## src/rtl/serial_addsub.sv

```systemverilog
// serial_addsub: digit-serial adder/subtractor, DIGIT bits per clock over WIDTH/DIGIT RUN cycles
module serial_addsub #(
   parameter int WIDTH = 9,
   parameter int DIGIT = 3
) (
   input  logic             Clk,
   input  logic             Reset_n,
   input  logic             Start,
   input  logic             Sub,
   input  logic             Cin,
   input  logic [WIDTH-1:0] A,
   input  logic [WIDTH-1:0] B,
   output logic             Busy,
   output logic             Done,
   output logic [WIDTH-1:0] S,
   output logic             Cout,
   output logic             Ovf
);
   localparam int N = WIDTH / DIGIT;
   localparam int CW = $clog2(N + 1);
   localparam logic [CW-1:0] LAST = CW'(N - 1);
   if (WIDTH % DIGIT != 0) begin : g_bad_digit
      $error("WIDTH must be an integer multiple of DIGIT");
   end
   typedef enum logic [1:0] {IDLE, RUN, DONE} state_t;
   state_t state_q, state_d;
   logic [WIDTH-1:0] a_q, a_d, b_q, b_d, acc_q, acc_d, s_q, s_d, acc_sh;
   logic [CW-1:0] cnt_q, cnt_d;
   logic c_q, c_d, cout_q, cout_d, ovf_q, ovf_d, busy_q, busy_d, done_q, done_d;
   logic [DIGIT:0] sum;
   logic c_msb;
   always_comb begin
      sum = {1'b0, a_q[DIGIT-1:0]} + {1'b0, b_q[DIGIT-1:0]} + {{DIGIT{1'b0}}, c_q};
      // carry into the top bit of this digit, recovered from its sum bit
      c_msb = sum[DIGIT-1] ^ a_q[DIGIT-1] ^ b_q[DIGIT-1];
      acc_sh = WIDTH'({sum[DIGIT-1:0], acc_q} >> DIGIT);
      state_d = state_q;
      a_d = a_q;
      b_d = b_q;
      c_d = c_q;
      acc_d = acc_q;
      cnt_d = cnt_q;
      s_d = s_q;
      cout_d = cout_q;
      ovf_d = ovf_q;
      busy_d = 1'b0;
      done_d = 1'b0;
      if (state_q == IDLE && Start) begin
         state_d = RUN;
         a_d = A;
         b_d = B ^ {WIDTH{Sub}};
         c_d = Sub | Cin;
         cnt_d = '0;
         busy_d = 1'b1;
      end else if (state_q == RUN) begin
         a_d = a_q >> DIGIT;
         b_d = b_q >> DIGIT;
         c_d = sum[DIGIT];
         acc_d = acc_sh;
         cnt_d = cnt_q + 1'b1;
         if (cnt_q == LAST) begin
            state_d = DONE;
            s_d = acc_sh;
            cout_d = sum[DIGIT];
            ovf_d = c_msb ^ sum[DIGIT];
            done_d = 1'b1;
         end else begin
            busy_d = 1'b1;
         end
      end else if (state_q == DONE) begin
         state_d = IDLE;
      end
   end
   always_ff @(posedge Clk) begin
      if (!Reset_n) begin
         state_q <= IDLE;
         a_q <= '0;
         b_q <= '0;
         c_q <= 1'b0;
         acc_q <= '0;
         cnt_q <= '0;
         s_q <= '0;
         cout_q <= 1'b0;
         ovf_q <= 1'b0;
         busy_q <= 1'b0;
         done_q <= 1'b0;
      end else begin
         state_q <= state_d;
         a_q <= a_d;
         b_q <= b_d;
         c_q <= c_d;
         acc_q <= acc_d;
         cnt_q <= cnt_d;
         s_q <= s_d;
         cout_q <= cout_d;
         ovf_q <= ovf_d;
         busy_q <= busy_d;
         done_q <= done_d;
      end
   end
   assign Busy = busy_q;
   assign Done = done_q;
   assign S = s_q;
   assign Cout = cout_q;
   assign Ovf = ovf_q;
endmodule

```

## config.mk

```make
export PLATFORM = sky130hd
export DESIGN_NAME = serial_addsub
export DESIGN_NICKNAME = d
export VERILOG_FILES = /design/src/rtl/serial_addsub.sv
export SDC_FILE = /design/constraint.sdc
export NUM_CORES = 1
export LEC_CHECK = 0
export ABC_CLOCK_PERIOD_IN_PS = 1790
export BUFFER_PORTS_ARGS = -buffer_cell sky130_fd_sc_hd__buf_2
export CAP_MARGIN = 20
export CELL_PAD_IN_SITES_DETAIL_PLACEMENT = 0
export CELL_PAD_IN_SITES_GLOBAL_PLACEMENT = 1
export CORE_MARGIN = 1.5
export CORE_UTILIZATION = 37
export CTS_CLUSTER_SIZE = 20
export DETAILED_ROUTE_END_ITERATION = 7
export HOLD_SLACK_MARGIN = 0.03
export PLACE_DENSITY_LB_ADDON = 0.1
export SLEW_MARGIN = 20
export SYNTH_ARGS = -nofsm -noshare
export SYNTH_HDL_FRONTEND = slang
export SYNTH_SLANG_ARGS = --single-unit
```

## constraint.sdc

```tcl
create_clock -name Clk -period 1.79 [get_ports Clk]
set_input_delay 0.0895 -clock Clk [delete_from_list [all_inputs] [get_ports Clk]]
set_output_delay 0.0895 -clock Clk [all_outputs]
set_load 0.03 [all_outputs]
```

==> impl_metrics.ini, run 1 <==
[detailed_routing]
dr.pass1.iters = 4
antenna_left = 0
wl_um = 3699
drt_iter0_markers = 70
vias_per_cell = 4.854
drc_errors = 0
wl_per_cell_um = 12.58
num_vias = 1427

[sta]
setup_viol_count_final = 0
worst_pin_slew_ps = 552.4
min_period_ps = 1643
fin_skew_ps = 8.046
fin_hold_ws_ps = 82.10
timing.final.crit_share_pct = 91.76
max_slew_margin_pct = 63.09
final_max_slew_viol_count = 0
setup_tns_ps = 0
max_freq_ghz = 0.6088
hold_viol = 0
grt_setup_unrepaired = false

[clock_network]
clock_sinks = 42
cts-buffers-inserted = 5
cts_root_buffer = clkbuf_8
ctsHoldBuffers = 0
clk_pin_slew_ps = 80
cts_post_setup_buffers_inserted = 0
tritoncts = yes
htree_levels = 2
worst_skew_pair.late_latency_ps = 290
cts_buffer_depth = 2

[finish]
layout-drive-gt1-share_pct = 29.96
antenna_cells = 0
design_area_um2 = 2278
synthToLayoutAreaGrowth_pct = 23.88
fin_util_pct = 47.92
fin_nets = 254

[power]
fin_total_pwr_w = 0.002305
p_per_area_nw_per_um2 = 1012
leakage_nw = 1.068
ir_worst_vdd_mv = 0.4491

[global_route]
grt_pass1_vias = 1411
grt_pass1_wl_um = 6361
antenna_found_initial = 0
grt_max_degree = 19
grt.total_usage_pct = 15.19
overflow = 0

[yosys]
synth_area_per_cell_um2 = 9.889
netlist_area_um2 = 1839
ys_warn_count = 0
synth-compound-area-share_pct = 22.04
ys_seq_elements = 42
synthAdderAreaFrac_pct = 4.218
synth_top_family_by_area = compound AO/OA/AOI/OAI gates
yosysSeqAreaShare_pct = 45.71
yosys.area_share.simple_pct = 13.81
synth.distinct_cells = 31
syn_nets = 214
synthCells = 186
synthXorXnorAreaFrac_pct = 6.190
synth_mux_area_share_pct = 3.265

[critical_path]
cp-end-kind = flop
rrSetupSlack_ps = 150
cp_data_required_time_ps = 1960
cp.arrival_ps = 1810
slowest_delay_ps = 340
r2r-end = Ovf$_SDFFE_PN0P_
path_class = reg -> reg
startpoint_type = flop
crit_path_max_fanout = 2
worstReg2RegStart = b_q[0]$_SDFFE_PN0N_
reg2reg_depth = 8
critPathSlowestCell = fa_2
path_cells = inv_1 > fa_2 > inv_1 > fa_2 > xnor2_2 > xnor2_2 > xnor2_1 > o21ai_0

[die]
floorplan.die_area_um2 = 5403
die_x_um = 73.51
core_region_area_um2 = 4755
num_io_pins = 36
rows = 25
die_y_um = 73.51
start_util_pct = 38.68

[placed_design]
io_buffers = 35
gp_congestion = 0.7191
place_area_um2 = 2112
dpl.hpwl_um = 2754

[worst_hold_path]
hold_path_startpoint = A[8]
worstHoldEndpoint = a_q[8]$_SDFFE_PN0N_
min_delay_path_depth = 3
hold_class = in -> reg

[run_status]
status = completed

[flow_run]
maxCapViolCount = 0
report_power, final:
group          switching (W)  internal (W)
clock               0.000316      0.000595
combinational       0.000178      0.000187
sequential         0.0000391      0.000990
total               0.000533       0.00177
metrics by stage:
stage | worst slack [ps] | cells
after floorplan | 117.2 | 186
after global placement | 94.29 | 286
after detailed placement | 43.41 | 286
after CTS | 22.97 | 294
after global routing | 27.26 | 294
final | 147.4 | 294
cells by family (layout without fill, tap and decap cells):
group	Yosys count	in the layout
adders and majority gates	5	5
AOI/OAI and AO/OA	52	52
buffers and inverters	19	60
muxes	6	6
and+or+nand+nor	49	49
DFF	42	42
xor gates and xnor gates	13	13
repair_timing:
item	CTS	global route
endpoints found under the setup margin	0	3
resized for setup	0	6
endpoints found under the hold margin	0	0
layout by cell type (no fill, tap or decap), drive strengths merged, types with 7 or more instances in the layout:
cell type  count
buf           45
dfxtp         42
nand2         24
nor2b         15
a21oi         10
o211a          9
xnor2          9
a22o           8
inv            7
layer usage:
layer / GRT usage [%] / routed length (um) / vias up
met4: 3.704 / 25 / 0
met1: 18.71 / 1771 / 667
met3: 4.115 / 147 / 2
met2: 26.23 / 1754 / 35
met5: 0 / 0 / -
li1: - / - / 723
layout make-up:
type / instances / area (um2)
Clock inverter: 2 / 60.06
Sequential cell: 42 / 840.8
Inverter: 7 / 26.28
Fill cell: 480 / 2476
Multi-Input combinational cell: 125 / 934.6
Tap cell: 67 / 83.83
Timing Repair Buffer: 45 / 250.2
Clock buffer: 6 / 82.58
synth_stat cells:
master,count,area share [%]
nor3b_1,1,0.41
inv_2,1,0.20
inv_1,6,1.2
o221a_2,6,3.7
nand2b_1,2,0.68
buf_6,1,0.61
mux2i_1,6,3.3
o21ai_0,6,1.6
nor2_2,1,0.34
a22oi_1,6,2.4
nand2_1,24,4.9
ha_1,3,2.0
clkbuf_1,6,1.2
a21oi_1,10,2.7
buf_4,1,0.41
nor3b_4,1,1.0
and2_1,1,0.34
nor2_1,2,0.41
buf_2,4,1.1
fa_1,2,2.2
dfxtp_1,42,46
nor2b_1,15,5.1
xor2_1,4,1.9
a21boi_1,1,0.41
a22o_1,8,3.8
nand3_1,1,0.27
o21bai_1,1,0.41
o211a_1,9,4.9
and3_1,1,0.34
xnor2_1,9,4.3
a21boi_0,5,2.0
sequential cells by signal, summed over array words and instances, names as in the netlist:
name and cells:
Ovf 1, S 9, a_q 9, b_q 9, c_q 1, Done 1, state_q 2, acc_q 6
Busy 1, cnt_q 2, Cout 1
worst max-delay path by stage:
stage	from	endpoint	slack (ps)	depth (start not counted)
6_report	b_q[0]$_SDFFE_PN0N_	Ovf$_SDFFE_PN0P_	150	8
5_1_grt	a_q[0]$_SDFFE_PN0N_	Ovf$_SDFFE_PN0P_	30	8
4_1_cts	a_q[0]$_SDFFE_PN0N_	Ovf$_SDFFE_PN0P_	20	8
3_5_place_dp	a_q[0]$_SDFFE_PN0N_	Ovf$_SDFFE_PN0P_	40	8
3_3_place_gp	a_q[0]$_SDFFE_PN0N_	Ovf$_SDFFE_PN0P_	90	8
2_1_floorplan	a_q[0]$_SDFFE_PN0N_	Ovf$_SDFFE_PN0P_	120	8
critical path, delay by kind of cell (launching register included):
kind,cells,cell delay [ps]
xor+xnor,3,460
fa+ha+maj,2,540
buf+inv,2,120
compound gates,1,80
flops,1,320
(Power assumes the default switching activity.)
==> run 2, diff against run 1 <==
BUFFER_PORTS_ARGS = -buffer_cell sky130_fd_sc_hd__clkbuf_2   (was -buffer_cell sky130_fd_sc_hd__buf_2)
CORE_UTILIZATION = 30   (was 37)
==> run 2 against run 1 <==
  * Sequential share of layout area increased by 1.0 points
  * Clock power shrank 30%
  * Global-route usage decreased by 1.5 points
  * Clock skew decreased by 5.4 ps
  * Combinational power decreased by 4%
==> impl_metrics.ini, run 2 (synthesized netlist as in run 1, its figures left out) <==
[run_status]
status = completed

[die]
die_x_um = 81.30
num_io_pins = 36
core_region_area_um2 = 5921
floorplan.die_area_um2 = 6610
start_util_pct = 31.07
rows = 28
die_y_um = 81.30

[clock_network]
cts_buffer_depth = 2
cts-buffers-inserted = 5
clock_sinks = 42
cts_post_setup_buffers_inserted = 0
worst_skew_pair.late_latency_ps = 290
clk_pin_slew_ps = 80
cts_root_buffer = clkbuf_8
tritoncts = yes
htree_levels = 2

[detailed_routing]
vias_per_cell = 4.721
drc_errors = 0
wl_per_cell_um = 13.14
num_vias = 1421
wl_um = 3954
dr.pass1.iters = 4
antenna_left = 0
drt_iter0_markers = 43

[sta]
hold_viol = 0
timing.final.crit_share_pct = 93.15
max_freq_ghz = 0.5997
fin_hold_ws_ps = 73.81
fin_skew_ps = 2.634
setup_tns_ps = 0
setup_viol_count_final = 0
min_period_ps = 1667
worst_pin_slew_ps = 898.9
grt_setup_unrepaired = false
final_max_slew_viol_count = 0
max_slew_margin_pct = 39.95

[finish]
final_common_cell = dfxtp_1
layout-drive-gt1-share_pct = 29.20
n_fill_cell = 605
synthToLayoutAreaGrowth_pct = 20.61
fin_nets = 253
antenna_cells = 0
stdcell_count = 301
fin_util_pct = 37.47
final_cell_mix = dfxtp_1 (42), clkbuf_2 (35), nand2_1 (24)

[global_route]
grt.total_usage_pct = 13.68
antenna_found_initial = 0
grt_pass1_wl_um = 6762
overflow = 0
grt_max_degree = 22
grt_pass1_vias = 1433

[critical_path]
path_cells = inv_2 > fa_2 > inv_2 > fa_2 > xnor2_2 > xnor2_1 > xnor2_1 > o21ai_1
path_class = reg -> reg
cp_data_required_time_ps = 1970
critPathSlowestCell = fa_2
crit_path_max_fanout = 2
startpoint_type = flop
cp.arrival_ps = 1850
cp-end-kind = flop
slowest_delay_ps = 400

[power]
ir_worst_vdd_mv = 0.2991
fin_total_pwr_w = 0.002012
clkPwrFrac_pct = 31.5
p_per_area_nw_per_um2 = 907.0
leakage_nw = 1.024
switchingPower_w = 0.0005351
switching_share_pct = 26.59
p_seq_share_pct = 51.1
p_int_w = 0.001477
p_comb_share_pct = 17.4

[placed_design]
io_buffers = 35
dpl.hpwl_um = 2880
gp_congestion = 0.7572
dpl.cell_count = 293

[worst_hold_path]
hold_class = in -> reg

[flow_run]
maxCapViolCount = 0
-- run 2: cell count changes in the layout (fill, tap and decap cells not counted), sizes merged --
cell    before  now
clkinv       0    1
clkbuf       6   42
bufinv       2    0
buf         45    9
-- run 2: layout make-up --
| class | count | area [um2] | share of cell area [%] |
|---|---|---|---|
| Clock buffer | 7 | 86.33 | 3.892 |
| Clock inverter | 1 | 5.005 | 0.2256 |
| Inverter | 7 | 26.28 | 1.184 |
| Multi-Input combinational cell | 125 | 923.4 | 41.62 |
| Sequential cell | 42 | 840.8 | 37.90 |
| Tap cell | 75 | 93.84 | 4.230 |
| Timing Repair Buffer | 44 | 242.7 | 10.94 |
-- run 2: repair_timing --
action,in CTS,in global routing
hold buffers,0,0
pin swaps,0,5
endpoints found under the setup margin,1,3
gates resized for setup,1,6
-- run 2: stage by stage --
step / instance area (um2) / worst slack [ps]
after floorplan: 1839 / 117.2
after global placement: 2115 / 84.07
after detailed placement: 2115 / 16.23
after CTS: 2213 / 19.89
after global routing: 2218 / 7.180
final: 2218 / 122.5
-- run 2: worst paths after layout --
kind	slack (ps)	endpoint	cells past startpoint	from
setup / recovery	120	Ovf$_SDFFE_PN0P_	8	a_q[0]$_SDFFE_PN0N_
hold / removal	70	a_q[7]$_SDFFE_PN0N_	3	A[7]
hold reg to reg	460	Ovf$_SDFFE_PN0P_	2	Ovf$_SDFFE_PN0P_
setup reg to reg	120	Ovf$_SDFFE_PN0P_	8	a_q[0]$_SDFFE_PN0N_
-- run 2: critical path: cells and delay by family (launching register included) --
kind                       cells  cell delay, ps
xor gates and xnor gates       3             460
AOI/OAI and AO/OA              1              70
DFF                            1             310
adders and majority gates      2             610
buffers and inverters          2             110
-- run 2: routing by layer --
metal	vias up	GRT usage (%)	share of wire [%]
met3	7	3.933	4.8
met1	655	16.12	47
met2	36	23.06	47
li1	723	-	-
met5	-	0	0
met4	0	5.690	1.6
-- run 2: power by group through the flow --
stage	logic (W)	clock network, W	registers [W]
after CTS	0.000352	0.000668	0.00103
final	0.000350	0.000634	0.00103
after floorplan	0.000246	0	0.00105
after global placement	0.000337	0	0.00105
after detailed placement	0.000345	0	0.00105
after global routing	0.000397	0.000708	0.00104
